$ cat config.mk
export PLATFORM = sky130hd
export DESIGN_NAME = wb_trace_recorder
export DESIGN_NICKNAME = d
export VERILOG_FILES = /design/src/rtl/wb_trace_recorder.sv
export SDC_FILE = /design/constraint.sdc
export NUM_CORES = 2
export LEC_CHECK = 0
export CAP_MARGIN = 20
export CORE_ASPECT_RATIO = 0.6
export CORE_MARGIN = 8
export CORE_UTILIZATION = 38
export DETAILED_ROUTE_END_ITERATION = 8
export GPL_ROUTABILITY_DRIVEN = 0
export HOLD_SLACK_MARGIN = 0.12
export SYNTH_ARGS = -nofsm -noshare
export SYNTH_HDL_FRONTEND = slang
export SYNTH_SLANG_ARGS = --single-unit
$ cat constraint.sdc
create_clock -name clk -period 15.1 [get_ports clk]
set_input_delay 2.265 -clock clk [delete_from_list [all_inputs] [get_ports clk]]
set_output_delay 2.265 -clock clk [all_outputs]
set_load 0.02 [all_outputs]
$ cat src/rtl/wb_trace_recorder.sv
// wb_trace_recorder
// -----------------
// Captures the architectural write events of the pipelined MIPS core and
// streams them to the judge comparator one record at a time. It watches the
// WB-stage GRF write port and the MEM-stage DM store port, queues up to two
// events per cycle in a FIFO, and flags any event that had to be dropped.
//
// Ports
//   clk, reset          : rising-edge clock, asynchronous active-low reset
//   grf_we/pc/addr/wdata: GRF write-back event (WB stage)
//   dm_we/pc/addr/wdata : DM store event (MEM stage)
//   rec_valid/ready     : output record handshake
//   rec_kind/pc/addr/data : FIFO head (kind 0 = GRF, 1 = DM)
//   overflow            : sticky, set once any event is dropped
//   drop_cnt            : dropped events, saturating at 16'hFFFF
//   rec_cnt             : records accepted by the consumer, wrapping
//
// Handshake: rec_valid is high whenever the FIFO holds at least one record
// and does not depend on rec_ready. A record transfers on every rising edge
// where rec_valid and rec_ready are both high; while rec_valid is high and
// rec_ready is low the rec_* fields hold steady. rec_ready with rec_valid low
// is ignored.

module wb_trace_recorder #(
    parameter int DEPTH     = 16,
    parameter bit SKIP_ZERO = 1'b1
) (
    input  logic        clk,
    input  logic        reset,
    input  logic        grf_we,
    input  logic [31:0] grf_pc,
    input  logic [4:0]  grf_addr,
    input  logic [31:0] grf_wdata,
    input  logic        dm_we,
    input  logic [31:0] dm_pc,
    input  logic [31:0] dm_addr,
    input  logic [31:0] dm_wdata,
    output logic        rec_valid,
    input  logic        rec_ready,
    output logic        rec_kind,
    output logic [31:0] rec_pc,
    output logic [31:0] rec_addr,
    output logic [31:0] rec_data,
    output logic        overflow,
    output logic [15:0] drop_cnt,
    output logic [31:0] rec_cnt
);

    localparam int AW = $clog2(DEPTH);
    localparam logic [AW+1:0] FREE_ONE = (AW+2)'(1);
    localparam logic [AW+1:0] FREE_TWO = (AW+2)'(2);
    localparam logic [AW+1:0] FREE_ALL = (AW+2)'(DEPTH);

    // Entry storage, one array per record field.
    logic        mem_kind [DEPTH];
    logic [31:0] mem_pc   [DEPTH];
    logic [31:0] mem_addr [DEPTH];
    logic [31:0] mem_data [DEPTH];

    // Explicit occupancy counter separates full from empty.
    logic [AW:0]   count;
    logic [AW-1:0] rd_ptr;
    logic [AW-1:0] wr_ptr;

    logic          grf_ev;
    logic          dm_ev;
    logic          pop;
    logic [AW+1:0] free;
    logic          grf_keep;
    logic          dm_keep;
    logic [1:0]    drops;
    logic [AW-1:0] dm_slot;
    logic [16:0]   drop_sum;

    assign rec_valid = (count != '0);

    always_comb begin
        grf_ev   = grf_we && !(SKIP_ZERO && (grf_addr == 5'd0));
        dm_ev    = dm_we;
        pop      = rec_valid && rec_ready;
        // A pop on this edge releases its slot to this edge's pushes.
        free     = FREE_ALL - {1'b0, count} + (AW+2)'(pop);
        // GRF belongs to the older instruction, so it claims space first.
        grf_keep = grf_ev && (free >= FREE_ONE);
        dm_keep  = dm_ev && (free >= (grf_keep ? FREE_TWO : FREE_ONE));
        drops    = 2'(grf_ev && !grf_keep) + 2'(dm_ev && !dm_keep);
        dm_slot  = grf_keep ? wr_ptr + 1'b1 : wr_ptr;
        drop_sum = {1'b0, drop_cnt} + 17'(drops);
    end

    // Head is presented straight from storage; forced to zero when empty so
    // that no stale entry is visible after reset or drain.
    always_comb begin
        rec_kind = 1'b0;
        rec_pc   = '0;
        rec_addr = '0;
        rec_data = '0;
        if (rec_valid) begin
            rec_kind = mem_kind[rd_ptr];
            rec_pc   = mem_pc[rd_ptr];
            rec_addr = mem_addr[rd_ptr];
            rec_data = mem_data[rd_ptr];
        end
    end

    // Storage needs no reset: unoccupied entries are never presented.
    always_ff @(posedge clk) begin
        if (grf_keep) begin
            mem_kind[wr_ptr] <= 1'b0;
            mem_pc[wr_ptr]   <= grf_pc;
            mem_addr[wr_ptr] <= {27'd0, grf_addr};
            mem_data[wr_ptr] <= grf_wdata;
        end
        if (dm_keep) begin
            mem_kind[dm_slot] <= 1'b1;
            mem_pc[dm_slot]   <= dm_pc;
            mem_addr[dm_slot] <= dm_addr;
            mem_data[dm_slot] <= dm_wdata;
        end
    end

    always_ff @(posedge clk or negedge reset) begin
        if (!reset) begin
            count    <= '0;
            rd_ptr   <= '0;
            wr_ptr   <= '0;
            overflow <= 1'b0;
            drop_cnt <= '0;
            rec_cnt  <= '0;
        end else begin
            count  <= count + (AW+1)'(grf_keep) + (AW+1)'(dm_keep) - (AW+1)'(pop);
            wr_ptr <= wr_ptr + AW'(grf_keep) + AW'(dm_keep);
            rd_ptr <= rd_ptr + AW'(pop);
            if (pop) begin
                rec_cnt <= rec_cnt + 32'd1;
            end
            if (drops != 2'd0) begin
                overflow <= 1'b1;
                drop_cnt <= drop_sum[16] ? 16'hFFFF : drop_sum[15:0];
            end
        end
    end

endmodule

# ---- Yosys cells after proc, flatten, opt, wreduce, memory -nomap -nowiden
# Memory sizes are Yosys's and may differ from the RTL's.
# Index checks and enable logic that the tools add are counted.
dict set report word_totals {
  register_bits 62
  mem_bits_rw 1552
  inputBits 170
  out_inout_bits 147
  word_cells 47
  mem_count 4
}
# memory words word_bits read_ports rd_clocked_by_memory_dff wr line
set mem_list {}
lappend mem_list {mem_addr 16 32 1 0 2 57} ;# logic [31:0] mem_addr [DEPTH];
lappend mem_list {mem_data 16 32 1 0 2 58} ;# logic [31:0] mem_data [DEPTH];
lappend mem_list {mem_pc 16 32 1 0 2 56} ;# logic [31:0] mem_pc [DEPTH];
lappend mem_list {mem_kind 16 1 1 0 2 55} ;# logic mem_kind [DEPTH];
dict set report classes {
  n_addsub 12
  magnitude_cmp 2
  n_mux 11
  n_reduce_logical 12
}
# operator n
set op_table {}
lappend op_table {{$mux 32} 3}
lappend op_table {{$add 32x1->32 const B} 1}
lappend op_table {{$add 16x2->17} 1}
lappend op_table {{$mux 16} 1}
lappend op_table {{$add 4x1->4} 3}
lappend op_table {{$add 5x1->5} 2}
lappend op_table {{$add 6x1->6} 1}
lappend op_table {{$ge 6x1->1 const B} 1}
lappend op_table {{$ge 6x2->1} 1}
lappend op_table {{$logic_and 1x1->1} 6}
lappend op_table {{$sub 5x5->6 const A} 1}
lappend op_table {{$logic_not 5->1} 1}
lappend op_table {{$mux 1} 5}
lappend op_table {{$reduce_bool 5->1} 1}
lappend op_table {{$sub 5x1->5} 1}
lappend op_table {{$add 4x1->4 const B} 1}
lappend op_table {{$mux 4} 1}
lappend op_table {{$logic_not 1->1} 3}
lappend op_table {{$add 1x1->2} 1}
lappend op_table {{$mux 2} 1}
lappend op_table {{$reduce_bool 2->1} 1}

# ---- Longest topological paths before layout
dict set report depth {
  depth_word 13
  ltp_mapped 28
  mapped_depth_nobuf 24
}

# ---- Least setup slack after synthesis
# No wires, ideal clock.
dict set report synth_timing {
  path_kind {in2reg}
  start {input port rec_ready}
  end {memory mem_addr[13][0] (enable)}
  setup_ps 683
  arrival_ps 11446
  required_ps 14417
  setup_slack_ps 2970
  stages 17
  n_path_buf 3
  path_cell_list {and2_1 > clkbuf_1 > inv_1 > ha_1 > inv_1 > ha_1 > a21o_1 > o21ai_0 > a41o_1 > buf_6 > ha_1 > nand2b_1 > a21oi_1 > a21boi_1 > o21ai_1 > buf_2 > o21ai_0}
}
# element line
set synth_lines {}
lappend synth_lines {{start: declaration} 39} ;# input logic rec_ready,
lappend synth_lines {{end: declaration} 57}

==> reports/qor.log <==
[timing] clock skew 0.0433 ns
[yosys] register bit total from synthesis 1614
[grt] wire length of the first global-routing pass 339000 µm
[cells_and_area] number of fillers in the final layout 18034
[cells_and_area] final standard cell utilization of the core 43.4%
[yosys] Async S/R FF share, synth 3.84%
[yosys] Syn. warnings 0
[route] aggregate routed wire length 236000 µm
[worst_setup_path] data arrival time of the critical path 9.18 ns
[yosys] post-synthesis net count 4782
[yosys] sequential area share after synthesis 61.4%
[yosys] syn avg cell area 17.0 µm²
[timing] slew of the pin with the lowest slew margin 1.20 ns
[yosys] count of distinct cell types in the synthesized netlist 52
[timing] Total Neg Setup Slack 0 ns
[clocking] maximum clock path buffer count 4
[grt] antenna violations before repair 32
[worst_setup_path] critical path endpoint category register
[power] power after layout 17.6 mW
[outcome] result of the run finished, final reports clean
[worst_setup_path] worst path required time 15.62 ns
[worst_setup_path] maximum single-stage delay on the critical path 0.84 ns
[clocking] postcts setup bufs 0
[die] core footprint 205000 µm²
[die] Site Rows 129
[die] Die Span Y 367 µm
[grt] maximum number of pins on one net before global-route repair 138
[clocking] Sink Count 1614
[placed_design] placed wire-length estimate after detailed placement 130000 µm
[power] worst voltage drop across the vdd grid 0.203 mV
[route] total vias in the final route 43953
[min_path] worst min-delay path class reg2reg
[clocking] CTS tree yes
[timing] timing-limited maximum frequency 0.115 GHz
[power] Pwr per Cell Area 197 nW/µm²
[route] via density per instance 5.78
[clocking] quantity of gates resized following cts 0
[power] leakage power of the design 28.3 nW
[yosys] count of mapped cells out of synthesis 4585
[die] Top Ports 317
[placed_design] total instance count after detailed placement 7306
[clocking] total clock buffers created by CTS 169
[worst_setup_path] ordered cell list for the critical path clkdlybuf4s50_1, and2_1, buf_4, inv_1, ha_1, inv_1, ha_1, nand4_1, o21ai_0, a41o_1, ha_1, nand2b_1, a21oi_1, a21boi_4, buf_4, o21ai_2, buf_4, nor2_4, buf_4, buf_4, mux2_2
[cells_and_area] fraction of final layout cells sized beyond drive strength 1 39.5%
[timing] portion of the clock cycle consumed by the worst path in the final layout 57.4%
[route] Pre-Repair DR Iteration Count 5
[clocking] Clock H-tree levels 4
[worst_setup_path] maximum fanout count along the critical path 85
[timing] Final min period 8.66 ns
[worst_setup_path] slowest cell on the critical path sky130_fd_sc_hd__buf_4
[grt] vias in the first global route 44974
[die] die area 221000 µm²
[clocking] hold-fix buffer count after cts 0
[yosys] primary flip-flop cell chosen by synthesis mapping sky130_fd_sc_hd__edfxtp_1
[yosys] number of flops mapped to enable cells by yosys 1536
[route] routed length per instance 31.0 µm
[timing] Relative slew margins 19.9%
[timing] Finish-stage setup viols 0
[die] starting density of the core 38.1%
[cells_and_area] Layout area overhead 14.0%
[yosys] Post-Synthesis Cell Area 78100 µm²
[route] number of design rule violations left after detail routing 0
[worst_setup_path] Setup crit start kind primary input
[route] drt initial violations 4519
[grt] grt total ovfl 0
[cells_and_area] final non-filler cell total 7610
[timing] Max Transition Viols Final 0
[clocking] clock-pin slew on the worst setup and hold paths 0.06 ns
[worst_setup_path] Crit Path Category in2reg
[worst_setup_path] cell repeated most along the worst path sky130_fd_sc_hd__buf_4
[route] count of antenna-violating nets left after detailed routing 0
[die] width of the die 601 µm
[worst_setup_path] kind of cell with the highest combined delay on the critical path buffers and inverters
[timing] RSZ-0062 raised after global routing no
[timing] final number of hold-violating endpoints 0
[clocking] clock latency of the later-clocked register in the worst-skew pair 0.80 ns
[flow_run] max-cap check violation count 0
[cells_and_area] footprint of the multi-input gates 28500 µm²
[clocking] Root Buffer sky130_fd_sc_hd__clkbuf_16
[cells_and_area] sequential standard cell area 48000 µm²
[placed_design] number of port buffers 316
[cells_and_area] # nets final 4923
[grt] total track usage 20.8%
[worst_setup_path] number of buffers and inverters on the critical path 8
-- power breakdown --
group	internal [mW]	switching, mW
Clock	2.18	1.76
Combinational	3.07	4.18
Sequential	6.06	0.350
Total	11.3	6.28
-- synthesized netlist by cell type, drive strengths merged, types with 16 or more instances --
master,number,area (µm²)
xor2,20,175
xnor2,31,287
buf,181,932
ha,23,288
mux4,485,10900
mux2,1107,12500
dfxtp,16,320
nor2,458,1730
nand4,17,113
o21ai,17,88.8
inv,20,77.6
nand2,36,138
edfxtp,1536,46100
clkbuf,265,995
and2,100,626
dfrtp,62,1550
nand3,116,581
-- routing by layer --
layer | up-vias | GRT usage [%] | share of wire (%)
met1 | 23548 | 30.2 | 45
met3 | 325 | 4.87 | 8.0
met4 | 18 | 4.48 | 2.0
li1 | 18349 | - | -
met2 | 1713 | 31.8 | 45
met5 | - | 0 | 0.052
-- layout by cell type (no fill, tap or decap), drive strengths merged, types with 2 or more instances in the layout --
cell and n:
a21oi 9, nor2 458, a31oi 2, nand3 116, edfxtp 1536, nand2 36
xnor2 31, ha 23, o21ai 17, or3 2, nand4 17, o21a 2
fa 4, bufinv 5, nor4 5, diode 15, dfxtp 16, nor2b 3
dfrtp 62, clkinvlp 5, a41oi 4, mux2 1107, or2 3, xor2 20
nand2b 10, mux2i 3, clkbuf 222, inv 22, and4 3, clkdlybuf4s50 315
and2 100, mux4 485, a21o 15, clkinv 55, and3 14, nor3 11
buf 101
-- layout make-up --
class,instances,area share (%)
diodes,15,0.0421
inverters,20,0.0871
multi-input cells,2505,32.0
well taps,2751,3.86
clock buffers,222,5.05
repair buffers,416,4.49
flip-flops and latches,1614,53.9
clock inverters,67,0.552
-- state kept, by name (all words and copies together) (netlist names) --
name	flops
count	5
mem_pc	512
mem_kind	16
wr_ptr	4
rec_cnt	32
overflow	1
mem_data	512
drop_cnt	16
rd_ptr	4
mem_addr	512
-- per-stage QoR --
stage / cell area, µm² / worst slack, ns / hold slack, ns
after global placement: 84000 / 5.44 / 0.430
after floorplan: 78100 / 2.97 / 0.417
after global routing: 89100 / 6.16 / 0.467
after CTS: 89100 / 6.50 / 0.452
after detailed placement: 84100 / 5.68 / 0.437
final: 89100 / 6.44 / 0.453
-- worst register-to-register path, stage by stage (launching register included) --
cell                       delay, ns
sky130_fd_sc_hd__dfrtp_1        0.41
sky130_fd_sc_hd__inv_1          0.11
sky130_fd_sc_hd__ha_1           0.20
sky130_fd_sc_hd__or4b_4         0.79
sky130_fd_sc_hd__and2_1         0.32
sky130_fd_sc_hd__buf_4          0.18
sky130_fd_sc_hd__inv_1          0.09
sky130_fd_sc_hd__ha_1           0.16
sky130_fd_sc_hd__inv_1          0.05
sky130_fd_sc_hd__ha_1           0.21
sky130_fd_sc_hd__a21o_1         0.17
sky130_fd_sc_hd__o21ai_0        0.10
sky130_fd_sc_hd__a41o_1         0.78
sky130_fd_sc_hd__ha_1           0.26
sky130_fd_sc_hd__nand2b_1       0.10
sky130_fd_sc_hd__a21oi_1        0.12
sky130_fd_sc_hd__a21boi_4       0.21
sky130_fd_sc_hd__buf_4          0.84
sky130_fd_sc_hd__o21ai_2        0.17
sky130_fd_sc_hd__buf_4          0.29
sky130_fd_sc_hd__nor2_4         0.71
sky130_fd_sc_hd__buf_4          0.61
sky130_fd_sc_hd__buf_4          0.70
sky130_fd_sc_hd__mux2_2         0.46
-- path summary, 6_finish.rpt --
| check | start | to | slack, ns | cells past startpoint |
|---|---|---|---|---|
| min in group asynchronous | reset | rec_cnt[29] | 1.69 | 2 |
| setup / recovery | rec_ready | mem_data[12][9] | 6.44 | 21 |
| hold / removal | mem_kind[2] | mem_kind[2] | 0.45 | 1 |
| max in group asynchronous | reset | rd_ptr[1] | 12.72 | 2 |
| setup reg to reg | count[2] | mem_data[12][9] | 6.77 | 23 |
| hold reg to reg | mem_kind[2] | mem_kind[2] | 0.45 | 1 |
-- kinds of logic (layout without fill, tap and decap cells) --
logic type                 Yosys count  after routing  synth area share (%)
DFF                               1614           1614                  61.4
muxes                             1595           1595                  30.0
and+or+nand+nor                    781            781                  4.56
buffers and inverters              466            725                  2.57
AOI/OAI and AO/OA                   51             51                 0.418
xor gates and xnor gates            51             51                 0.591
adders and majority gates           27             27                 0.471
other                                0             15                     0
Note: power is estimated with default switching activity, not from simulation.
